--- config.mk ---
export PLATFORM = sky130hd
export DESIGN_NAME = tcp_tx_arbiter
export DESIGN_NICKNAME = d
export VERILOG_FILES = /design/src/rtl/tcp_tx_arbiter.sv
export SDC_FILE = /design/constraint.sdc
export NUM_CORES = 1
export LEC_CHECK = 0
export ABC_AREA = 1
export BUFFER_PORTS_ARGS = -buffer_cell sky130_fd_sc_hd__buf_4
export CORE_MARGIN = 8
export CORE_UTILIZATION = 58
export CTS_CLUSTER_SIZE = 8
export DETAILED_ROUTE_END_ITERATION = 12
export GPL_ROUTABILITY_DRIVEN = 1
export HOLD_SLACK_MARGIN = 0.02
export PLACE_DENSITY = 0.9
export SYNTH_ARGS = -nofsm -noshare
export SYNTH_HDL_FRONTEND = slang
export SYNTH_SLANG_ARGS = --single-unit
--- constraint.sdc ---
create_clock -name i_clk -period 3.2 [get_ports i_clk]
set_input_delay 0.16 -clock i_clk [delete_from_list [all_inputs] [get_ports i_clk]]
set_output_delay 0.16 -clock i_clk [all_outputs]
set_load 0.05 [all_outputs]
--- src/rtl/tcp_tx_arbiter.sv ---
// Round-robin arbiter that grants per-socket TCP tx control commands to one
// shared packet builder. Each grant ends on downstream ack, socket disable, or timeout.
package tcp_pkg;
  typedef enum logic [2:0] {
    TX_CTRL_NOP  = 3'd0,
    SEND_SYN     = 3'd1,
    SEND_SYN_ACK = 3'd2,
    SEND_ACK     = 3'd3,
    SEND_DATA    = 3'd4,
    SEND_FIN     = 3'd5,
    SEND_RST     = 3'd6
  } tx_ctrl_t;
endpackage

module tcp_tx_arbiter
  import tcp_pkg::*;
#(
  parameter  int NUM_SOCKETS    = 4,
  parameter  int TIMEOUT_CYCLES = 1024,
  localparam int ID_W           = $clog2(NUM_SOCKETS)
) (
  input  logic                             i_clk,
  input  logic                             i_rst_n,
  input  logic     [NUM_SOCKETS-1:0]       i_sock_enable,
  input  tx_ctrl_t [NUM_SOCKETS-1:0]       i_req_ctrl,
  input  logic     [NUM_SOCKETS-1:0]       i_req_valid,
  output logic     [NUM_SOCKETS-1:0]       o_req_ack,
  output tx_ctrl_t                         o_tx_ctrl,
  output logic                             o_tx_ctrl_valid,
  output logic     [ID_W-1:0]              o_tx_sock_id,
  input  logic                             i_tx_ctrl_ack,
  output logic                             o_timeout,
  output logic     [ID_W-1:0]              o_timeout_sock_id
);

  localparam int CNT_W = $clog2(TIMEOUT_CYCLES + 1);

  typedef enum logic {IDLE, BUSY} state_t;

  state_t           state;
  logic [ID_W-1:0]  rr_ptr;
  logic [ID_W-1:0]  gnt_id;
  tx_ctrl_t         gnt_ctrl;
  logic [CNT_W-1:0] to_cnt;
  logic [ID_W-1:0]  to_id;

  logic [NUM_SOCKETS-1:0] elig;
  logic                   busy;
  logic                   ack_fire;
  logic                   abort;
  logic                   expire;
  logic                   pick_vld;
  logic [ID_W-1:0]        pick_id;
  logic [ID_W-1:0]        gnt_nxt;

  assign busy = (state == BUSY);

  // Per-socket eligibility and one-hot ack decode.
  for (genvar i = 0; i < NUM_SOCKETS; i++) begin : g_lane
    assign elig[i]      = i_req_valid[i] & i_sock_enable[i];
    assign o_req_ack[i] = ack_fire & (gnt_id == ID_W'(i));
  end

  // Ack wins over disable-abort, which wins over timeout.
  assign ack_fire = busy & i_tx_ctrl_ack;
  assign abort    = busy & ~i_tx_ctrl_ack & ~i_sock_enable[gnt_id];
  assign expire   = busy & ~i_tx_ctrl_ack & i_sock_enable[gnt_id] &
                    (to_cnt == CNT_W'(TIMEOUT_CYCLES - 1));

  assign gnt_nxt = (gnt_id == ID_W'(NUM_SOCKETS - 1)) ? '0 : gnt_id + ID_W'(1);

  // First eligible socket at or after rr_ptr, wrapping.
  always_comb begin
    int j;
    j        = 0;
    pick_vld = 1'b0;
    pick_id  = '0;
    for (int k = 0; k < NUM_SOCKETS; k++) begin
      j = int'(rr_ptr) + k;
      if (j >= NUM_SOCKETS) j = j - NUM_SOCKETS;
      if (!pick_vld && elig[j]) begin
        pick_vld = 1'b1;
        pick_id  = ID_W'(j);
      end
    end
  end

  always_ff @(posedge i_clk or negedge i_rst_n) begin
    if (!i_rst_n) begin
      state    <= IDLE;
      rr_ptr   <= '0;
      gnt_id   <= '0;
      gnt_ctrl <= TX_CTRL_NOP;
      to_cnt   <= '0;
      to_id    <= '0;
    end else begin
      case (state)
        IDLE: begin
          if (pick_vld) begin
            state    <= BUSY;
            gnt_id   <= pick_id;
            gnt_ctrl <= i_req_ctrl[pick_id];
            to_cnt   <= '0;
          end
        end
        BUSY: begin
          if (ack_fire || abort || expire) begin
            state    <= IDLE;
            gnt_ctrl <= TX_CTRL_NOP;
            rr_ptr   <= gnt_nxt;
            if (expire) to_id <= gnt_id;
          end else begin
            to_cnt <= to_cnt + CNT_W'(1);
          end
        end
        default: state <= IDLE;
      endcase
    end
  end

  // gnt_ctrl is forced to NOP on every exit from BUSY, so it doubles as the idle value.
  assign o_tx_ctrl         = gnt_ctrl;
  assign o_tx_ctrl_valid   = busy;
  assign o_tx_sock_id      = gnt_id;
  assign o_timeout         = expire;
  assign o_timeout_sock_id = to_id;

endmodule
==> metrics.txt <==
# TYPE chip_impl_metric gauge
chip_impl_metric{name="cellInternalPower",unit="mW"} 0.758
chip_impl_info{name="layout_common_cells",value="sky130_fd_sc_hd__nand2_1, sky130_fd_sc_hd__buf_4, sky130_fd_sc_hd__nand3_1, sky130_fd_sc_hd__inv_1, sky130_fd_sc_hd__dfrtp_1"} 1
chip_impl_metric{name="cts_setup_buffers",unit=""} 0
chip_impl_info{name="post-synth-top-area-cell",value="sky130_fd_sc_hd__dfrtp_1"} 1
chip_impl_info{name="crit_slowest_cell",value="sky130_fd_sc_hd__dfrtp_1"} 1
chip_impl_metric{name="crit_fanout",unit=""} 5
chip_impl_info{name="rsz0062_at_grt",value="false"} 1
chip_impl_info{name="hold_class",value="in2reg"} 1
chip_impl_metric{name="p_clk_share",unit="%"} 7.1
chip_impl_metric{name="avgRoutedWirePerCell",unit="um"} 12.1
chip_impl_metric{name="max-slew-margin-rel",unit="%"} 73.4
chip_impl_metric{name="achievable-frequency",unit="MHz"} 493
chip_impl_metric{name="num_antenna_cells",unit=""} 0
chip_impl_metric{name="worstPathArrival",unit="ns"} 1.87
chip_impl_metric{name="place.gp.congestion",unit=""} 0.836
chip_impl_metric{name="drv_slew",unit=""} 0
chip_impl_metric{name="number_of_flip_flops_and_latches_in_the_synthesized_netlist",unit=""} 21
chip_impl_info{name="layout.cells.most_common",value="sky130_fd_sc_hd__nand2_1"} 1
chip_impl_metric{name="ff2ff_path_depth",unit=""} 13
chip_impl_info{name="outcome",value="finished clean"} 1
chip_impl_metric{name="netSwitchingFraction",unit="%"} 57.4
chip_impl_metric{name="firstDrtPassIters",unit=""} 4
chip_impl_metric{name="ant_nets",unit=""} 0
chip_impl_metric{name="area.growth.synth_to_final",unit="%"} 20.2
chip_impl_metric{name="final.fill_count",unit=""} 237
chip_impl_metric{name="worst-path-buf-inv",unit=""} 3
chip_impl_metric{name="fp.dieH",unit="um"} 67.8
chip_impl_info{name="crit_family",value="simple AND/OR/NAND/NOR gates"} 1
chip_impl_metric{name="syn-num-nets",unit=""} 254
chip_impl_metric{name="grt_pass1_wl",unit="mm"} 6.00
chip_impl_metric{name="remaining_drc_errors",unit=""} 0
chip_impl_metric{name="worst_ep_required_time",unit="ns"} 3.04
chip_impl_metric{name="post_synth_xor_area_fraction",unit="%"} 1.12
chip_impl_metric{name="cell_count_after_synthesis",unit=""} 226
chip_impl_metric{name="clock_latency_reported_for_the_late_side_of_the_worst_skew_pair",unit="ns"} 0.30
chip_impl_metric{name="core",unit="um2"} 2660
chip_impl_metric{name="vdd.ir_drop.worst",unit="mV"} 0.783
chip_impl_metric{name="tightestPinTransition",unit="ns"} 0.399
chip_impl_metric{name="starting_density_of_the_core",unit="%"} 58.6
chip_impl_metric{name="delay_of_the_slowest_cell_on_the_worst_path",unit="ns"} 0.40
chip_impl_metric{name="num-nets-final",unit=""} 293
chip_impl_metric{name="clock_tree.buffer_depth",unit=""} 2
chip_impl_metric{name="period_needed",unit="ns"} 2.03
chip_impl_info{name="clock_tree.root_cell",value="sky130_fd_sc_hd__clkbuf_4"} 1
chip_impl_metric{name="post_synth_and_or_nand_nor_area_fraction",unit="%"} 44.9
chip_impl_metric{name="muxShareOfSynthArea",unit="%"} 0
chip_impl_metric{name="static_leakage",unit="nW"} 0.959
chip_impl_metric{name="whs_path_depth",unit=""} 5
chip_impl_metric{name="drt-total-wl",unit="mm"} 3.56
chip_impl_metric{name="antenna_found_initial",unit=""} 0
chip_impl_metric{name="hpwlAfterDp",unit="mm"} 2.82
chip_impl_metric{name="power_density",unit="nW/um2"} 949
chip_impl_metric{name="synthDominantCellAreaShare",unit="%"} 33.7
chip_impl_metric{name="post_route_cells_drive_above_1_share",unit="%"} 22.3
chip_impl_metric{name="seq_area_frac_synth",unit="%"} 33.7
chip_impl_metric{name="first_global_vias",unit=""} 1443
chip_impl_info{name="worst_hold_path.endpoint",value="o_tx_ctrl[0]"} 1
chip_impl_metric{name="sequential_cell_area",unit="um2"} 526
chip_impl_metric{name="post_synth_instance_area",unit="um2"} 1560
chip_impl_metric{name="routed-via-count",unit=""} 1548
chip_impl_metric{name="power_switching",unit="mW"} 1.02
chip_impl_metric{name="aggregate_negative_setup_slack",unit="ns"} 0
chip_impl_metric{name="setup_viol",unit=""} 0
chip_impl_metric{name="clock_tree.htree_level_count",unit=""} 1
chip_impl_info{name="critPathLaunchType",value="register"} 1
chip_impl_metric{name="post_synth_fa_ha_maj_area_fraction",unit="%"} 4.01
chip_impl_info{name="timing.rr.end",value="o_tx_ctrl[1]"} 1
chip_impl_metric{name="clock-skew-final",unit="ns"} 0.00856
chip_impl_metric{name="grt_start_max_net_pins",unit=""} 22
chip_impl_metric{name="layout.cells.non_filler",unit=""} 295
chip_impl_metric{name="avgViaCountPerCell",unit=""} 5.25
chip_impl_metric{name="max_cap_violation_count",unit=""} 0
chip_impl_metric{name="dpl.cell_count",unit=""} 290
chip_impl_metric{name="power.share.sequential",unit="%"} 24.2
chip_impl_info{name="tritoncts",value="yes"} 1
chip_impl_metric{name="globalRouteOverflowTotal",unit=""} 0
chip_impl_metric{name="part_of_the_power_in_combinational_logic",unit="%"} 68.7
chip_impl_info{name="critical_path.endpoint_type",value="output pin"} 1
chip_impl_info{name="holdCritStartpoint",value="i_req_ctrl[0]"} 1
chip_impl_metric{name="timing.final.crit_share",unit="%"} 63.4
chip_impl_metric{name="multi_input_area",unit="um2"} 907
chip_impl_info{name="ordered_list_of_cells_on_the_worst_path",value="ha_1 -> nand2_1 -> nor2_1 -> inv_1 -> nor2_1 -> nand3_1 -> inv_1 -> buf_4"} 1
chip_impl_metric{name="final_hold_viol_count",unit=""} 0
chip_impl_metric{name="synth.lib_cells_used.distinct",unit=""} 25
chip_impl_metric{name="top_level_ports",unit=""} 36
chip_impl_metric{name="num_rows",unit=""} 19
chip_impl_metric{name="tritoncts.num_buffers",unit=""} 3
chip_impl_metric{name="portBuffers",unit=""} 35
chip_impl_info{name="synth_top_family_by_area",value="simple AND/OR/NAND/NOR gates"} 1
chip_impl_metric{name="design.die.area",unit="um2"} 4600
chip_impl_info{name="synth.area.top_cells",value="sky130_fd_sc_hd__dfrtp_1, sky130_fd_sc_hd__nand2_1, sky130_fd_sc_hd__nand3_1, sky130_fd_sc_hd__inv_1, sky130_fd_sc_hd__o21ai_0"} 1
chip_impl_metric{name="r2r_slack",unit="ns"} 1.29
chip_impl_metric{name="compound_gate_portion_of_the_synthesized_area",unit="%"} 8.19
chip_impl_metric{name="drt_iter0_markers",unit=""} 120
chip_impl_metric{name="cts.sinks",unit=""} 21
chip_impl_metric{name="worst_setup_hold_path_clk_slew",unit="ns"} 0.10
chip_impl_info{name="critical_path.reg2reg.startpoint",value="rr_ptr[0]"} 1
chip_impl_metric{name="avgSynthCellArea",unit="um2"} 6.90
chip_impl_metric{name="synth_warnings",unit=""} 0
chip_impl_metric{name="die_w",unit="um"} 67.8
chip_impl_metric{name="track_usage",unit="%"} 16.1
chip_impl_info{name="critPathKind",value="reg2out"} 1
## per-stage QoR
step           hold slack [ns]  utilization (%)  worst slack (ns)  instance area [um2]  power, mW
2_1_floorplan           -0.136                -              1.25                 1560       1.40
6_report                 0.149             70.4              1.17                 1870       1.78
3_5_place_dp            0.0556             69.0              1.32                 1840       1.65
5_1_grt                  0.167             70.4             0.995                 1870       1.96
4_1_cts                  0.141             70.4              1.19                 1870       1.78
3_3_place_gp            0.0535             69.0              1.35                 1840       1.63
## flip-flops by register name, summed over array words and instances, names as in the netlist
register and count:
rr_ptr 2, o_tx_ctrl_valid 1, o_tx_ctrl 3, to_cnt 11, o_tx_sock_id 2, o_timeout_sock_id 2
## power by group through the flow
stage               registers [mW]  logic [mW]  clock network [mW]
global route                 0.439        1.38               0.140
finish                       0.431        1.22               0.126
floorplan                    0.511       0.891                   0
global placement             0.432        1.19                   0
CTS                          0.429        1.22               0.132
detailed placement           0.432        1.22                   0
## tightest hold or removal path: cells and delay by family
| kind | cells | cell delay, ns |
|---|---|---|
| buffers and inverters | 1 | 0.07 |
| AND/OR/NAND/NOR | 4 | 0.19 |
## per-layer routing
| metal | vias up | global-route usage [%] | routed length (um) |
|---|---|---|---|
| li1 | 817 | - | - |
| met1 | 692 | 20.9 | 1730 |
| met2 | 37 | 26.5 | 1590 |
| met3 | 2 | 3.76 | 232 |
| met4 | 0 | 3.58 | 16 |
| met5 | - | 0 | 0 |
## synthesized netlist by cell type (all sizes together)
master and n:
clkinv 1, a21oi 6, nand4 10, o22ai 1, ha 5, nor4 1
nand2 85, dfrtp 21, inv 25, o21ai 16, nand3b 1, buf 2
xor2 2, nor2 17, nor3 3, nand3 30
## layout make-up
cell class,instances,area share [%]
Multi-Input combinational cell,177,48.4
Sequential cell,21,28.0
Timing Repair Buffer,36,14.6
Inverter,26,5.54
Tap cell,31,2.07
Clock buffer,4,1.40
## cells by family after synthesis
logic type      count (synthesis)
flops                          21
simple gates                  147
buf+inv                        28
xor+xnor                        2
compound gates                 23
fa+ha+maj                       5
## timing repair
action                                 CTS  global route
hold buffers                             1             0
resized for setup                        0             0
endpoints found under the hold margin   21             0
## worst max path at each step
stage                               start        end  slack (ns)  depth (start not counted)
after floorplan           o_tx_sock_id[0]  to_cnt[2]        1.25                         13
after global placement          rr_ptr[0]  to_cnt[2]        1.35                         10
after detailed placement        rr_ptr[0]  to_cnt[2]        1.32                         10
after CTS                       to_cnt[0]  o_timeout        1.19                          8
after global routing            to_cnt[0]  o_timeout         1.0                          8
final                           to_cnt[0]  o_timeout        1.17                          8
Power figures use the tool's default switching activity.
